--- src/rtl/vga_fb_port_ctrl.sv ---
// Frame buffer port A controller: arbitrates processor pixel access (fixed priority)
// against a raster rectangle-fill engine, and holds the CONFIG_COLOURS register.
module vga_fb_port_ctrl #(
  parameter int          H_PIXELS     = 160,
  parameter int          V_PIXELS     = 120,
  parameter logic [15:0] COLOUR_RESET = 16'h00FF
) (
  input  logic        clk_i,
  input  logic        reset_i,
  input  logic        cpuReq_i,
  input  logic        cpuWe_i,
  input  logic [7:0]  cpuX_i,
  input  logic [6:0]  cpuY_i,
  input  logic        cpuWdata_i,
  output logic        cpuAck_o,
  output logic        cpuRdata_o,
  output logic        cpuRvalid_o,
  input  logic        fillStart_i,
  input  logic [7:0]  fillX0_i,
  input  logic [7:0]  fillX1_i,
  input  logic [6:0]  fillY0_i,
  input  logic [6:0]  fillY1_i,
  input  logic        fillValue_i,
  output logic        fillBusy_o,
  output logic        fillDone_o,
  input  logic        colourWe_i,
  input  logic [15:0] colourIn_i,
  output logic [15:0] configColours_o,
  output logic [14:0] fbAddr_o,
  output logic        fbWdata_o,
  output logic        fbWe_o,
  input  logic        fbRdata_i
);

  localparam logic [7:0] X_LAST = 8'(H_PIXELS - 1);
  localparam logic [6:0] Y_LAST = 7'(V_PIXELS - 1);

  localparam logic [1:0] ST_IDLE = 2'd0;
  localparam logic [1:0] ST_FILL = 2'd1;
  localparam logic [1:0] ST_DONE = 2'd2;

  logic [1:0]  state_q, state_d;
  logic [7:0]  x_q, x_d;
  logic [6:0]  y_q, y_d;
  logic [7:0]  x0_q, x0_d;
  logic [7:0]  x1_q, x1_d;
  logic [6:0]  y1_q, y1_d;
  logic        value_q, value_d;
  logic        busy_q, busy_d;
  logic        done_q, done_d;

  logic [14:0] fbAddr_q, fbAddr_d;
  logic        fbWdata_q, fbWdata_d;
  logic        fbWe_q, fbWe_d;
  logic        ack_q, ack_d;

  logic        rdPend1_q, rdPend1_d;
  logic        rdOk1_q, rdOk1_d;
  logic        rdPend2_q;
  logic        rdOk2_q;
  logic        rdata_q, rdata_d;
  logic        rvalid_q, rvalid_d;

  logic [15:0] colours_q, colours_d;

  logic [7:0]  x1Clamp;
  logic [6:0]  y1Clamp;
  logic        fillEmpty;
  logic        cpuInRange;
  logic        fillGo;
  logic        fillLast;

  always_comb begin
    x1Clamp    = (fillX1_i > X_LAST) ? X_LAST : fillX1_i;
    y1Clamp    = (fillY1_i > Y_LAST) ? Y_LAST : fillY1_i;
    fillEmpty  = (fillX0_i > x1Clamp) || (fillY0_i > y1Clamp);
    cpuInRange = (cpuX_i <= X_LAST) && (cpuY_i <= Y_LAST);
    fillGo     = (state_q == ST_FILL) && !cpuReq_i;
    fillLast   = (x_q == x1_q) && (y_q == y1_q);
  end

  // Fill engine: raster walk over the clamped rectangle, stalling whenever the CPU owns the port.
  always_comb begin
    state_d = state_q;
    x_d     = x_q;
    y_d     = y_q;
    x0_d    = x0_q;
    x1_d    = x1_q;
    y1_d    = y1_q;
    value_d = value_q;
    case (state_q)
      ST_IDLE: begin
        if (fillStart_i) begin
          x0_d    = fillX0_i;
          x1_d    = x1Clamp;
          y1_d    = y1Clamp;
          x_d     = fillX0_i;
          y_d     = fillY0_i;
          value_d = fillValue_i;
          state_d = fillEmpty ? ST_DONE : ST_FILL;
        end
      end
      ST_FILL: begin
        if (fillGo) begin
          if (fillLast) begin
            state_d = ST_DONE;
          end else if (x_q == x1_q) begin
            x_d = x0_q;
            y_d = y_q + 7'd1;
          end else begin
            x_d = x_q + 8'd1;
          end
        end
      end
      ST_DONE: begin
        state_d = ST_IDLE;
      end
      default: begin
        state_d = ST_IDLE;
      end
    endcase
    // Busy covers the FILL cycles plus the cycle carrying the last write, never an empty fill.
    busy_d = (state_d == ST_FILL) || (state_q == ST_FILL);
    done_d = (state_q == ST_DONE);
  end

  // Port A mux: CPU always wins; the address and data lines hold when nobody drives a write.
  always_comb begin
    fbAddr_d  = fbAddr_q;
    fbWdata_d = fbWdata_q;
    fbWe_d    = 1'b0;
    ack_d     = cpuReq_i;
    rdPend1_d = cpuReq_i && !cpuWe_i;
    rdOk1_d   = cpuInRange;
    if (cpuReq_i) begin
      fbAddr_d  = {cpuY_i, cpuX_i};
      fbWdata_d = cpuWdata_i;
      fbWe_d    = cpuWe_i && cpuInRange;
    end else if (fillGo) begin
      fbAddr_d  = {y_q, x_q};
      fbWdata_d = value_q;
      fbWe_d    = 1'b1;
    end
  end

  // Read return: frame buffer data is valid the cycle after the address, out-of-range reads yield 0.
  always_comb begin
    rvalid_d  = rdPend2_q;
    rdata_d   = rdPend2_q ? (rdOk2_q & fbRdata_i) : rdata_q;
    colours_d = colourWe_i ? colourIn_i : colours_q;
  end

  always_ff @(posedge clk_i) begin
    if (reset_i) begin
      state_q   <= ST_IDLE;
      x_q       <= '0;
      y_q       <= '0;
      x0_q      <= '0;
      x1_q      <= '0;
      y1_q      <= '0;
      value_q   <= 1'b0;
      busy_q    <= 1'b0;
      done_q    <= 1'b0;
      fbAddr_q  <= '0;
      fbWdata_q <= 1'b0;
      fbWe_q    <= 1'b0;
      ack_q     <= 1'b0;
      rdPend1_q <= 1'b0;
      rdOk1_q   <= 1'b0;
      rdPend2_q <= 1'b0;
      rdOk2_q   <= 1'b0;
      rdata_q   <= 1'b0;
      rvalid_q  <= 1'b0;
      colours_q <= COLOUR_RESET;
    end else begin
      state_q   <= state_d;
      x_q       <= x_d;
      y_q       <= y_d;
      x0_q      <= x0_d;
      x1_q      <= x1_d;
      y1_q      <= y1_d;
      value_q   <= value_d;
      busy_q    <= busy_d;
      done_q    <= done_d;
      fbAddr_q  <= fbAddr_d;
      fbWdata_q <= fbWdata_d;
      fbWe_q    <= fbWe_d;
      ack_q     <= ack_d;
      rdPend1_q <= rdPend1_d;
      rdOk1_q   <= rdOk1_d;
      rdPend2_q <= rdPend1_q;
      rdOk2_q   <= rdOk1_q;
      rdata_q   <= rdata_d;
      rvalid_q  <= rvalid_d;
      colours_q <= colours_d;
    end
  end

  assign cpuAck_o        = ack_q;
  assign cpuRdata_o      = rdata_q;
  assign cpuRvalid_o     = rvalid_q;
  assign fillBusy_o      = busy_q;
  assign fillDone_o      = done_q;
  assign configColours_o = colours_q;
  assign fbAddr_o        = fbAddr_q;
  assign fbWdata_o       = fbWdata_q;
  assign fbWe_o          = fbWe_q;

endmodule

--- config.mk ---
export PLATFORM = sky130hd
export DESIGN_NAME = vga_fb_port_ctrl
export DESIGN_NICKNAME = d
export VERILOG_FILES = /design/src/rtl/vga_fb_port_ctrl.sv
export SDC_FILE = /design/constraint.sdc
export NUM_CORES = 1
export LEC_CHECK = 0
export CORE_ASPECT_RATIO = 1.1
export CORE_MARGIN = 2
export CORE_UTILIZATION = 53
export CTS_BUF_LIST = sky130_fd_sc_hd__clkbuf_16
export DETAILED_ROUTE_END_ITERATION = 10
export PLACE_DENSITY = 0.94
export SLEW_MARGIN = 40
export SYNTH_ARGS = -nofsm -noshare
export SYNTH_HDL_FRONTEND = slang
export SYNTH_SLANG_ARGS = --single-unit
--- constraint.sdc ---
create_clock -name clk_i -period 6.9 [get_ports clk_i]
set_input_delay 2.07 -clock clk_i [delete_from_list [all_inputs] [get_ports clk_i]]
set_output_delay 2.07 -clock clk_i [all_outputs]
set_load 0.05 [all_outputs]
# [Word level (Yosys, flattened, before mapping)]
# Cells that the tools add are included.
# Widths: inputs -> output; s select.
[op_classes] addsub=2 multipliers=0 n_div=0 n_lt_le_gt_ge=6 eq_ne=9 shift=0 n_mux=23 bitwise=1 reduce_logical=15
[ops] op="$mux 8" count=5
[ops] op="$mux 7" count=5
[ops] op="$mux 15" count=2
[ops] op="$pmux 8 s2" count=1
[ops] op="$pmux 7 s2" count=1
[ops] op="$add 8x1->8 const B" count=1
[ops] op="$eq 8x8->1" count=1
[ops] op="$gt 8x8->1" count=1
[ops] op="$gt 8x8->1 const B" count=1
[ops] op="$le 8x8->1 const B" count=1
[ops] op="$mux 2" count=4
[ops] op="$add 7x1->7 const B" count=1
[ops] op="$eq 7x7->1" count=1
[ops] op="$gt 7x7->1" count=1
[ops] op="$gt 7x7->1 const B" count=1
[ops] op="$le 7x7->1 const B" count=1
[ops] op="$ne 2x2->1 const B" count=3
[ops] op="$logic_and 1x1->1" count=5
[ops] op="$reduce_and 5->1" count=1
[ops] op="$eq 2x1->1 const B" count=2
[ops] op="$mux 1" count=4
[ops] op="$pmux 2 s2" count=1
[ops] op="$reduce_and 4->1" count=1
[ops] op="$reduce_bool 2->1" count=2
[ops] op="7 further kinds" count=9
[word_totals] reg_bits=83 latchBits=0 mem_bits_rw=0 rom_bits=0 in_bits=70 n_memories=0

# [Longest topological paths before layout]
# Gate-level depths: netlist of run 1.
[depth] ltp_word=9 depth_mapped=10

# [Least setup slack after synthesis of run 1]
# OpenSTA, ideal clock, no wires.
[synth_path] path_type="in2reg" startpoint="input fillX1_i[7]" endpoint="register state_q[1]" setup_ns=0.115 t_arrival_ns=3.484 setup_slack_ns=3.301 cell_stages=10 cell_sequence="inv_1 -> nor2_1 -> nor2_1 -> ha_1 -> nor2b_1 -> o21a_1 -> o21ai_0 -> a21o_1 -> a21oi_1 -> o21a_1"
[synth_via] elab_chain_len=7
[synth_rtl] item="start: declaration" line="20" rtl="input logic [7:0] fillX1_i,"
[synth_rtl] item="$gt 8x8->1" line="74" rtl="x1Clamp = (fillX1_i > X_LAST) ? X_LAST : fillX1_i;"
[synth_rtl] item="$mux 8 (*)" line="74"
[synth_rtl] item="$gt 8x8->1 (*)" line="76" rtl="fillEmpty = (fillX0_i > x1Clamp) || (fillY0_i > y1Clamp);"
[synth_rtl] item="$logic_or 1x1->1 (*)" line="76"
[synth_rtl] item="$mux 2 (*)" line="100" rtl="state_d = fillEmpty ? ST_DONE : ST_FILL;"
[synth_rtl] item="$mux 2 (*)" line="93" rtl="if (fillStart_i) begin"
[synth_rtl] item="$pmux 2 s2 (*)" line="91" rtl="case (state_q)"
[synth_rtl] item="end signal: assignment" line="176" rtl="state_q <= state_d;"
[synth_rtl] item="end: declaration" line="42" rtl="logic [1:0] state_q, state_d;"
# Every way passes the cells marked *; elsewhere a longest branch is shown, timed or not.
# A chain may end at the register's enable or synchronous reset.

# [Final worst setup path of run 1]
[layout_path] startpoint="input fillY1_i[3]" endpoint="register state_q[1]"
[layout_via] elab_chain_len=7
[layout_rtl] item="start: declaration" line="22" rtl="input logic [6:0] fillY1_i,"
[layout_rtl] item="$gt 7x7->1" line="75" rtl="y1Clamp = (fillY1_i > Y_LAST) ? Y_LAST : fillY1_i;"
[layout_rtl] item="$mux 7 (*)" line="75"
[layout_rtl] item="$gt 7x7->1 (*)" line="76"
[layout_rtl] item="$logic_or 1x1->1 (*)" line="76"
[layout_rtl] item="$mux 2 (*)" line="100"
[layout_rtl] item="$mux 2 (*)" line="93"
[layout_rtl] item="$pmux 2 s2 (*)" line="91"
# Marked as above.

==> flow_summary.toml, run 1 <==
[run_status]
status = "finished clean"

[pwr]
intPower_uw = 921
power.density_nw_per_um2 = 248
p_comb_frac = 0.268
swShare = 0.334
cellLeakagePower_uw = 0.00219
p_clk_frac = 0.323
switching_power_uw = 461
seq_power_share = 0.409
peakVddDrop_mv = 0.153

[synth]
synthArstFlopShare = 0
ys_seq_area_frac = 0.398
syn_inst = 514
synth_seq_cells = 83
synth-edff-count = 0
synthTopCellsByArea = "dfxtp_1 40%, nand2_1 7.8%, a21oi_1 7.4%"
syn_avg_cell_area_um2 = 8.12
syn_nets = 600
synth.distinct_cells = 53
synthFlopType = "dfxtp_1"
yosysWarningCount = 0
synth_area_leader_cell = "dfxtp_1"
syn-cell-area_um2 = 4170
synth_top_area_share = 0.398

[finish]
fillCellCount = 519
final_util = 0.737
fin_nets = 691
antenna_cells = 0
drive_gt1_frac = 0.0590
area_delta_synth_final_pct = 33.5

[timing]
fin_crit_ns = 4.05
hold_viol_final = 0
grt_setup_unrepaired = "no"
clock.fmax_ghz = 0.247
setup_violations = 0
worst_slew_pin_slew_ns = 0.564
fin_crit_sh = 0.587
final-max-slew-violation-count = 0
maxSlewHeadroom = 0.623
fin_skew_ns = 0.00796
fin_tns_setup_ns = 0

[floorplan]
dieArea_um2 = 8600
die_h_um = 97.1
start_util = 0.552
rows = 33
die_w_um = 88.6
coreArea_um2 = 7560
ios = 108

[clock_network]
cts_tree = "done"
clkTransAtPathRegs_ns = 0.06
cts_post_setup_buffers_inserted = 0
cts_made_buffers = 9
hold_buffers = 0
htreeDepth = 3
cts.sinks = 83
ctsResizeCount = 0
cts-root-buf = "clkbuf_16"
cts_buffer_depth = 2
insertion_delay_ns = 0.34

[grt]
grt_pass1_wl_um = 18800
track_usage = 0.275
grt_pass1_vias = 4056
grt_max_degree = 84
overflow = 0
antenna_found_initial = 0

[drt]
wl_um = 11600
drt_iter0_drc = 413
wl_met3_um = 565
vias_per_cell = 5.80
top_layer_used = "met4"
antenna_left = 0
vias = 4148
m1WireLength_um = 4400
drtPass1Iterations = 7
wl_met2_um = 6140
drt-wirelength-per-cell_um = 16.2
remaining_drc_errors = 0

[worst_hold_path]
min_path_cells = 1
hold_path_class = "reg -> reg"

[placed_design]
place_congestion = 0.911
dp_hpwl_um = 8150
io_buffers = 107

[setup_path]
cp_max_fo = 5
rr_worst_depth = 6
worstSetupPathType = "in -> reg"
crit_required_ns = 7.13
start_kind = "input port"
crit_arrival_ns = 4.28
end_kind = "register"

[flow_run]
cap_violations = 0
## Yosys cell counts (10+ instances only)
cell type and number:
dfxtp_1 83, nand2_1 87, a21oi_1 62, nor2_1 62
ha_1 16, nand3_1 13, mux2i_1 15, o21ai_0 10
clkbuf_1 25, nor2b_1 17, xor2_1 15
## per-stage QoR
stage	hold WS (ns)	area (um^2)	setup slack, ns	total power, uW	std cells
2_1_floorplan	0.414	4170	3.30	815	514
6_report	0.439	5570	2.85	1380	715
3_5_place_dp	0.426	5270	2.55	936	698
5_1_grt	0.459	5570	2.76	1440	715
3_3_place_gp	0.417	5280	2.67	919	698
4_1_cts	0.441	5550	2.86	1380	714
## critical path, cell delays in order
cell,delay [ns]
clkdlybuf4s50_1,0.54
nand4_1,0.24
nor2b_1,0.23
ha_1,0.29
nor2b_1,0.15
o31ai_1,0.20
nand3b_1,0.10
o211ai_1,0.17
a21oi_1,0.11
o21a_1,0.19
## final cells by class
cell class | instances | area [um^2] | area share
well taps | 105 | 131 | 0.0236
repair buffers | 113 | 1120 | 0.201
multi-input cells | 391 | 2360 | 0.423
clock buffers | 9 | 225 | 0.0404
clock inverters | 7 | 52.6 | 0.00943
inverters | 7 | 26.3 | 0.00472
flip-flops and latches | 83 | 1660 | 0.298
## per-layer routing
| layer | up-vias | track usage |
|---|---|---|
| met1 | 1945 | 0.309 |
| met3 | 55 | 0.0467 |
| met5 | - | 0 |
| met2 | 181 | 0.493 |
| li1 | 1967 | - |
| met4 | 0 | 0.126 |
## sequential cells by signal, indices dropped and copies added, names as in the netlist, 2 cells and up
signal and cells:
configColours_o 16, fbAddr_o 15, x0_q 8, x1_q 8, x_q 8, y1_q 7, y_q 7, state_q 2
## layout by cell type (no fill, tap or decap), types with 4 or more instances in the layout
cell type / count
a211o_1: 8
a211oi_1: 8
a21oi_1: 62
a221oi_1: 5
a31oi_1: 6
buf_4: 5
clkbuf_16: 9
clkdlybuf4s50_1: 105
dfxtp_1: 83
ha_1: 16
inv_1: 8
mux2i_1: 15
nand2_1: 86
nand2b_1: 4
nand3_1: 13
nand4_1: 7
nor2_1: 62
nor2b_1: 16
o21ai_0: 10
xnor2_1: 5
xor2_1: 15
## cells by family after synthesis
| group | after synthesis | synth area share |
|---|---|---|
| AO/OA/AOI/OAI | 124 | 0.189 |
| XOR/XNOR | 20 | 0.0420 |
| adder cells (fa/ha/maj) | 16 | 0.0480 |
| buffers and inverters | 40 | 0.0390 |
| flip-flops | 83 | 0.398 |
| multiplexers | 15 | 0.0360 |
| AND/OR/NAND/NOR | 216 | 0.248 |
## power groups by stage
| stage | registers [uW] | logic [uW] | clock network (uW) |
|---|---|---|---|
| finish | 566 | 370 | 446 |
| detailed placement | 574 | 361 | 0 |
| global placement | 572 | 347 | 0 |
| floorplan | 608 | 207 | 0 |
| CTS | 564 | 366 | 448 |
| global route | 570 | 398 | 469 |
## final timing paths
path,from,to,slack (ns)
worst max-delay path,fillY1_i[3],state_q[1]$_SDFF_PP0_,2.85
worst min-delay path,rdPend1_q$_SDFF_PP0_,rdPend2_q$_SDFF_PP0_,0.44
worst max register to register,x_q[3]$_SDFFE_PP0P_,x_q[0]$_SDFFE_PP0P_,4.46
worst min register to register,rdPend1_q$_SDFF_PP0_,rdPend2_q$_SDFF_PP0_,0.44
(Power assumes the default switching activity.)
==> run 2, diff against run 1 <==
--- a/config.mk
+++ b/config.mk
@@ -7,10 +7,10 @@
 export LEC_CHECK = 0
 export CORE_ASPECT_RATIO = 1.1
 export CORE_MARGIN = 2
-export CORE_UTILIZATION = 53
+export CORE_UTILIZATION = 49
 export CTS_BUF_LIST = sky130_fd_sc_hd__clkbuf_16
 export DETAILED_ROUTE_END_ITERATION = 10
-export PLACE_DENSITY = 0.94
+export PLACE_DENSITY = 0.88
 export SLEW_MARGIN = 40
 export SYNTH_ARGS = -nofsm -noshare
 export SYNTH_HDL_FRONTEND = slang
==> constraint.sdc (replaced) <==
create_clock -name clk_i -period 4.1 [get_ports clk_i]
set_input_delay 1.23 -clock clk_i [delete_from_list [all_inputs] [get_ports clk_i]]
set_output_delay 1.23 -clock clk_i [all_outputs]
set_load 0.05 [all_outputs]
==> run 2 against run 1 <==
  * Register-to-register slack got worse by 2.7 ns
  * Worst hold slack better by 0.014 ns
  * Sequential share of layout area barely moved
  * Design area increased by 0.13%
  * Clock power increased by 72%
  * Critical path depth grew 1
  * Wire length fell by 2.4%
  * Combinational power up 66%
  * Largest power group unchanged
  * Sequential cell count did not move
  * Power increased by 69%
  * Cell count grew 0.98%
  * Die area increased by 7.8%
==> flow_summary.toml, run 2 (synthesis results as in run 1) <==
[run_status]
status = "finished clean"

[placed_design]
place_congestion = 0.813
dp_hpwl_um = 8290
io_buffers = 107

[clock_network]
cts_post_setup_buffers_inserted = 0
clkTransAtPathRegs_ns = 0.07
htreeDepth = 3
cts-root-buf = "clkbuf_16"
cts.sinks = 83
cts_made_buffers = 9
insertion_delay_ns = 0.34
cts_buffer_depth = 2
ctsResizeCount = 0
hold_buffers = 0
cts_tree = "done"

[pwr]
p_comb_frac = 0.263
cellLeakagePower_uw = 0.00220
p_clk_frac = 0.329
seq_power_share = 0.407
switching_power_uw = 776
peakVddDrop_mv = 0.269
power.density_nw_per_um2 = 418
swShare = 0.333
intPower_uw = 1560

[setup_path]
slowest_stage = "clkdlybuf4s50_1"
critPathBufInv = 2
crit_end = "state_q[1]$_SDFF_PP0_"
cp_top_family = "compound AO/OA/AOI/OAI gates"
critPathMaxStageDelay_ns = 0.48
end_kind = "register"
rr_worst_depth = 6
r2r_end = "x_q[3]$_SDFFE_PP0P_"
cp.depth = 11
crit_path_start = "fillX1_i[7]"
rr_startpoint = "x_q[1]$_SDFFE_PP0P_"
worstSetupPathType = "in -> reg"
cp_max_fo = 6
crit_chain = "clkdlybuf4s50_1 > inv_1 > nor2_1 > nor2_1 > ha_1 > nor2b_1 > o21a_1 > o21ai_0 > a21o_1 > a21oi_1 > o21a_1"
crit_arrival_ns = 3.46
crit_required_ns = 4.33
start_kind = "input port"
rrSetupSlack_ns = 1.72

[finish]
largest_reg_flops = 16
fillCellCount = 700
final_common_cell = "clkdlybuf4s50_1"
area_delta_synth_final_pct = 33.7
antenna_cells = 0
fin_nets = 692
final_cell_mix = "105 x clkdlybuf4s50_1, 87 x nand2_1, 83 x dfxtp_1"
drive_gt1_frac = 0.0589
multiInputGateArea_um2 = 2350
register_area_um2 = 1660

[grt]
antenna_found_initial = 0
grt_max_degree = 56
overflow = 0
track_usage = 0.245
grt_pass1_wl_um = 18200
grt_pass1_vias = 4008

[drt]
drt-wirelength-per-cell_um = 15.6
drt_iter0_drc = 221
antenna_left = 0
vias = 4053
wl_um = 11300
vias_per_cell = 5.61
remaining_drc_errors = 0
drtPass1Iterations = 4

[timing]
fin_crit_ns = 3.23
fin_crit_sh = 0.787
fin_tns_setup_ns = 0
setup_violations = 0
hold_ws_ns = 0.453
clock.fmax_ghz = 0.310
worst_slew_pin_slew_ns = 0.691
fin_skew_ns = 0.00657
final-max-slew-violation-count = 0
maxSlewHeadroom = 0.538
hold_viol_final = 0
grt_setup_unrepaired = "no"

[floorplan]
die_w_um = 92
dieArea_um2 = 9270
coreArea_um2 = 8320
rows = 35
start_util = 0.502
ios = 108
die_h_um = 101

[worst_hold_path]
hold_path_class = "reg -> reg"

[flow_run]
cap_violations = 0
==> run 2: through the flow <==
| stage | util | std cells | setup slack (ns) | cell area (um^2) | power, uW |
|---|---|---|---|---|---|
| 3_5_place_dp | 0.636 | 706 | 0.554 | 5300 | 1570 |
| 4_1_cts | 0.671 | 722 | 0.888 | 5580 | 2340 |
| 5_1_grt | 0.671 | 722 | 0.696 | 5580 | 2440 |
| 2_1_floorplan | - | 514 | 1.34 | 4170 | 1370 |
| 3_3_place_gp | 0.637 | 706 | 0.682 | 5300 | 1550 |
| 6_report | 0.671 | 722 | 0.873 | 5580 | 2330 |
==> run 2: how the worst min path moves through the flow <==
stage | startpoint | end | slack [ns] | depth (start not counted)
floorplan | rdOk1_q$_SDFF_PP0_ | rdOk2_q$_SDFF_PP0_ | 0.41 | 1
global placement | rdPend1_q$_SDFF_PP0_ | rdPend2_q$_SDFF_PP0_ | 0.42 | 1
detailed placement | rdPend1_q$_SDFF_PP0_ | rdPend2_q$_SDFF_PP0_ | 0.43 | 1
CTS | rdPend1_q$_SDFF_PP0_ | rdPend2_q$_SDFF_PP0_ | 0.45 | 1
global route | rdPend1_q$_SDFF_PP0_ | rdPend2_q$_SDFF_PP0_ | 0.47 | 1
finish | rdPend1_q$_SDFF_PP0_ | rdPend2_q$_SDFF_PP0_ | 0.45 | 1
==> run 2: final cells by class <==
type,instances,area share
Clock inverter,7,0.0105
Timing Repair Buffer,114,0.200
Tap cell,111,0.0249
Sequential cell,83,0.298
Multi-Input combinational cell,391,0.422
Inverter,7,0.00471
Clock buffer,9,0.0404
==> run 2: worst reg2reg max path, stage by stage, from the launching register on <==
cell and delay (ns):
dfxtp_1 0.48, xor2_1 0.15, nor4_4 0.37, nand2_1 0.39
o21ai_4 0.44, nand2_4 0.13, a221oi_1 0.32
==> run 2: layer usage <==
metal / vias to the layer above / global-route usage / share of wire
met5: - / 0 / 0
met4: 0 / 0.139 / 0.039
met3: 38 / 0.0411 / 0.043
met2: 138 / 0.447 / 0.53
met1: 1903 / 0.270 / 0.39
li1: 1974 / - / -
==> run 2: power groups by stage <==
stage | logic, uW | clock network (uW) | registers [uW]
floorplan | 349 | 0 | 1020
global placement | 589 | 0 | 961
detailed placement | 609 | 0 | 965
CTS | 614 | 779 | 948
global route | 667 | 818 | 958
finish | 614 | 768 | 949
==> run 3, diff against run 2 <==
==> constraint.sdc (replaced) <==
create_clock -name clk_i -period 3.14 [get_ports clk_i]
set_input_delay 0.942 -clock clk_i [delete_from_list [all_inputs] [get_ports clk_i]]
set_output_delay 0.942 -clock clk_i [all_outputs]
set_load 0.05 [all_outputs]
==> run 3 against run 2 <==
  * Via count about the same
  * Critical path depth unchanged
  * First-iteration DRC count down 12%
  * Global-route usage rose by 0.56 points
  * Count of clock-buffer cells in the layout stayed put
  * Die area unchanged
  * Design area grew 1.8%
  * Sequential share of layout area decreased by 0.53 points
  * Critical path type unchanged
  * Critical endpoint unchanged
  * Largest power group unchanged
  * Highest routed layer unchanged
==> flow_summary.toml, run 3 (synthesis results as in run 1) <==
[timing]
final-max-slew-violation-count = 0
fin_skew_ns = 0.00636
worst_slew_pin_slew_ns = 0.737
hold_viol_final = 0
clock.fmax_ghz = 0.357
fin_tns_setup_ns = 0
grt_setup_unrepaired = "no"
fin_crit_ns = 2.80
fin_crit_sh = 0.893
setup_violations = 0
maxSlewHeadroom = 0.508

[placed_design]
io_buffers = 107
place_congestion = 0.840
placed_area_um2 = 5370
dp_hpwl_um = 8580

[clock_network]
htreeDepth = 3
hold_buffers = 0
insertion_delay_ns = 0.33
cts_made_buffers = 9
cts_buffer_depth = 2
ctsResizeCount = 0
cts_tree = "done"
clkTransAtPathRegs_ns = 0.06
cts.sinks = 83
cts_post_setup_buffers_inserted = 0
cts-root-buf = "clkbuf_16"

[setup_path]
rr_startpoint = "x_q[0]$_SDFFE_PP0P_"
worstSetupPathType = "in -> reg"
rr_worst_depth = 6
rrSetupSlack_ns = 0.76
end_kind = "register"
crit_required_ns = 3.37
r2r_end = "x_q[3]$_SDFFE_PP0P_"
crit_arrival_ns = 3.03
cp_max_fo = 4
start_kind = "input port"

[finish]
largest_reg_flops = 16
stdcell_area_um2 = 5680
area_delta_synth_final_pct = 36.1
final_cell_mix = "106 x clkdlybuf4s50_1, 87 x nand2_1, 83 x dfxtp_1"
final_common_cell = "clkdlybuf4s50_1"
antenna_cells = 0
drive_gt1_frac = 0.0695
fin_nets = 701

[grt]
grt_pass1_vias = 4170
grt_max_degree = 40
antenna_found_initial = 0
track_usage = 0.251
overflow = 0
grt_pass1_wl_um = 18800

[drt]
drtPass1Iterations = 4
remaining_drc_errors = 0
wl_um = 11400
antenna_left = 0
vias_per_cell = 5.55
drt_iter0_drc = 194
vias = 4054
drt-wirelength-per-cell_um = 15.6

[pwr]
power.density_nw_per_um2 = 559
peakVddDrop_mv = 0.351
cellLeakagePower_uw = 0.00226

[worst_hold_path]
min_path_cells = 1
min-delay-start = "rdOk1_q$_SDFF_PP0_"
worstHoldEndpoint = "rdOk2_q$_SDFF_PP0_"
hold_path_class = "reg -> reg"

[run_status]
status = "finished clean"

[flow_run]
cap_violations = 0

[floorplan]
ios = 108
coreArea_um2 = 8320
dieArea_um2 = 9270
die_w_um = 92
die_h_um = 101
start_util = 0.502
rows = 35
## run 3: worst max-delay path, stage by stage
cell and delay [ns]:
clkdlybuf4s50_1 0.50, inv_1 0.07, nor2_1 0.23, nor2_1 0.10
ha_1 0.30, nor2b_1 0.13, o21a_1 0.16, o21ai_0 0.15
a21o_1 0.19, a21oi_1 0.09, o21a_1 0.18
## run 3: worst max path at each step
stage	from	to
after global routing	fillY1_i[4]	state_q[1]$_SDFF_PP0_
after global placement	fillX1_i[7]	state_q[1]$_SDFF_PP0_
after detailed placement	fillX1_i[7]	state_q[1]$_SDFF_PP0_
final	fillX1_i[7]	state_q[1]$_SDFF_PP0_
after CTS	fillX1_i[7]	state_q[1]$_SDFF_PP0_
after floorplan	fillX1_i[7]	state_q[1]$_SDFF_PP0_
## run 3: where the power goes
part,internal [uW],total [uW],switching (uW)
clock,694,1120,421
sequential,1150,1240,93.9
combinational,347,819,473
## run 3: final cells by class
class | count | area [um^2]
clock buffer | 9 | 225
tap | 111 | 139
multi-input combinational | 391 | 2350
clock inverter | 6 | 90.1
fill | 657 | 2640
inverter | 7 | 26.3
timing repair buffer | 123 | 1190
sequential | 83 | 1660
## run 3: per-stage QoR
| stage | hold slack [ns] | power, uW | utilization | instances | setup WS, ns |
|---|---|---|---|---|---|
| finish | 0.439 | 3180 | 0.683 | 730 | 0.337 |
| global placement | 0.417 | 2040 | 0.645 | 715 | 0.134 |
| floorplan | 0.414 | 1790 | - | 514 | 0.669 |
| global route | 0.465 | 3310 | 0.683 | 730 | 0.187 |
| CTS | 0.443 | 3180 | 0.683 | 730 | 0.351 |
| detailed placement | 0.428 | 2070 | 0.645 | 715 | 0.0119 |
## run 3: per-layer routing
metal	global-route usage	wire [um]	share of wire	vias up
met2	0.467	6110	0.53	132
met3	0.0381	489	0.043	38
met4	0.122	380	0.033	0
li1	-	-	-	1980
met5	0	0	0	-
met1	0.279	4440	0.39	1904
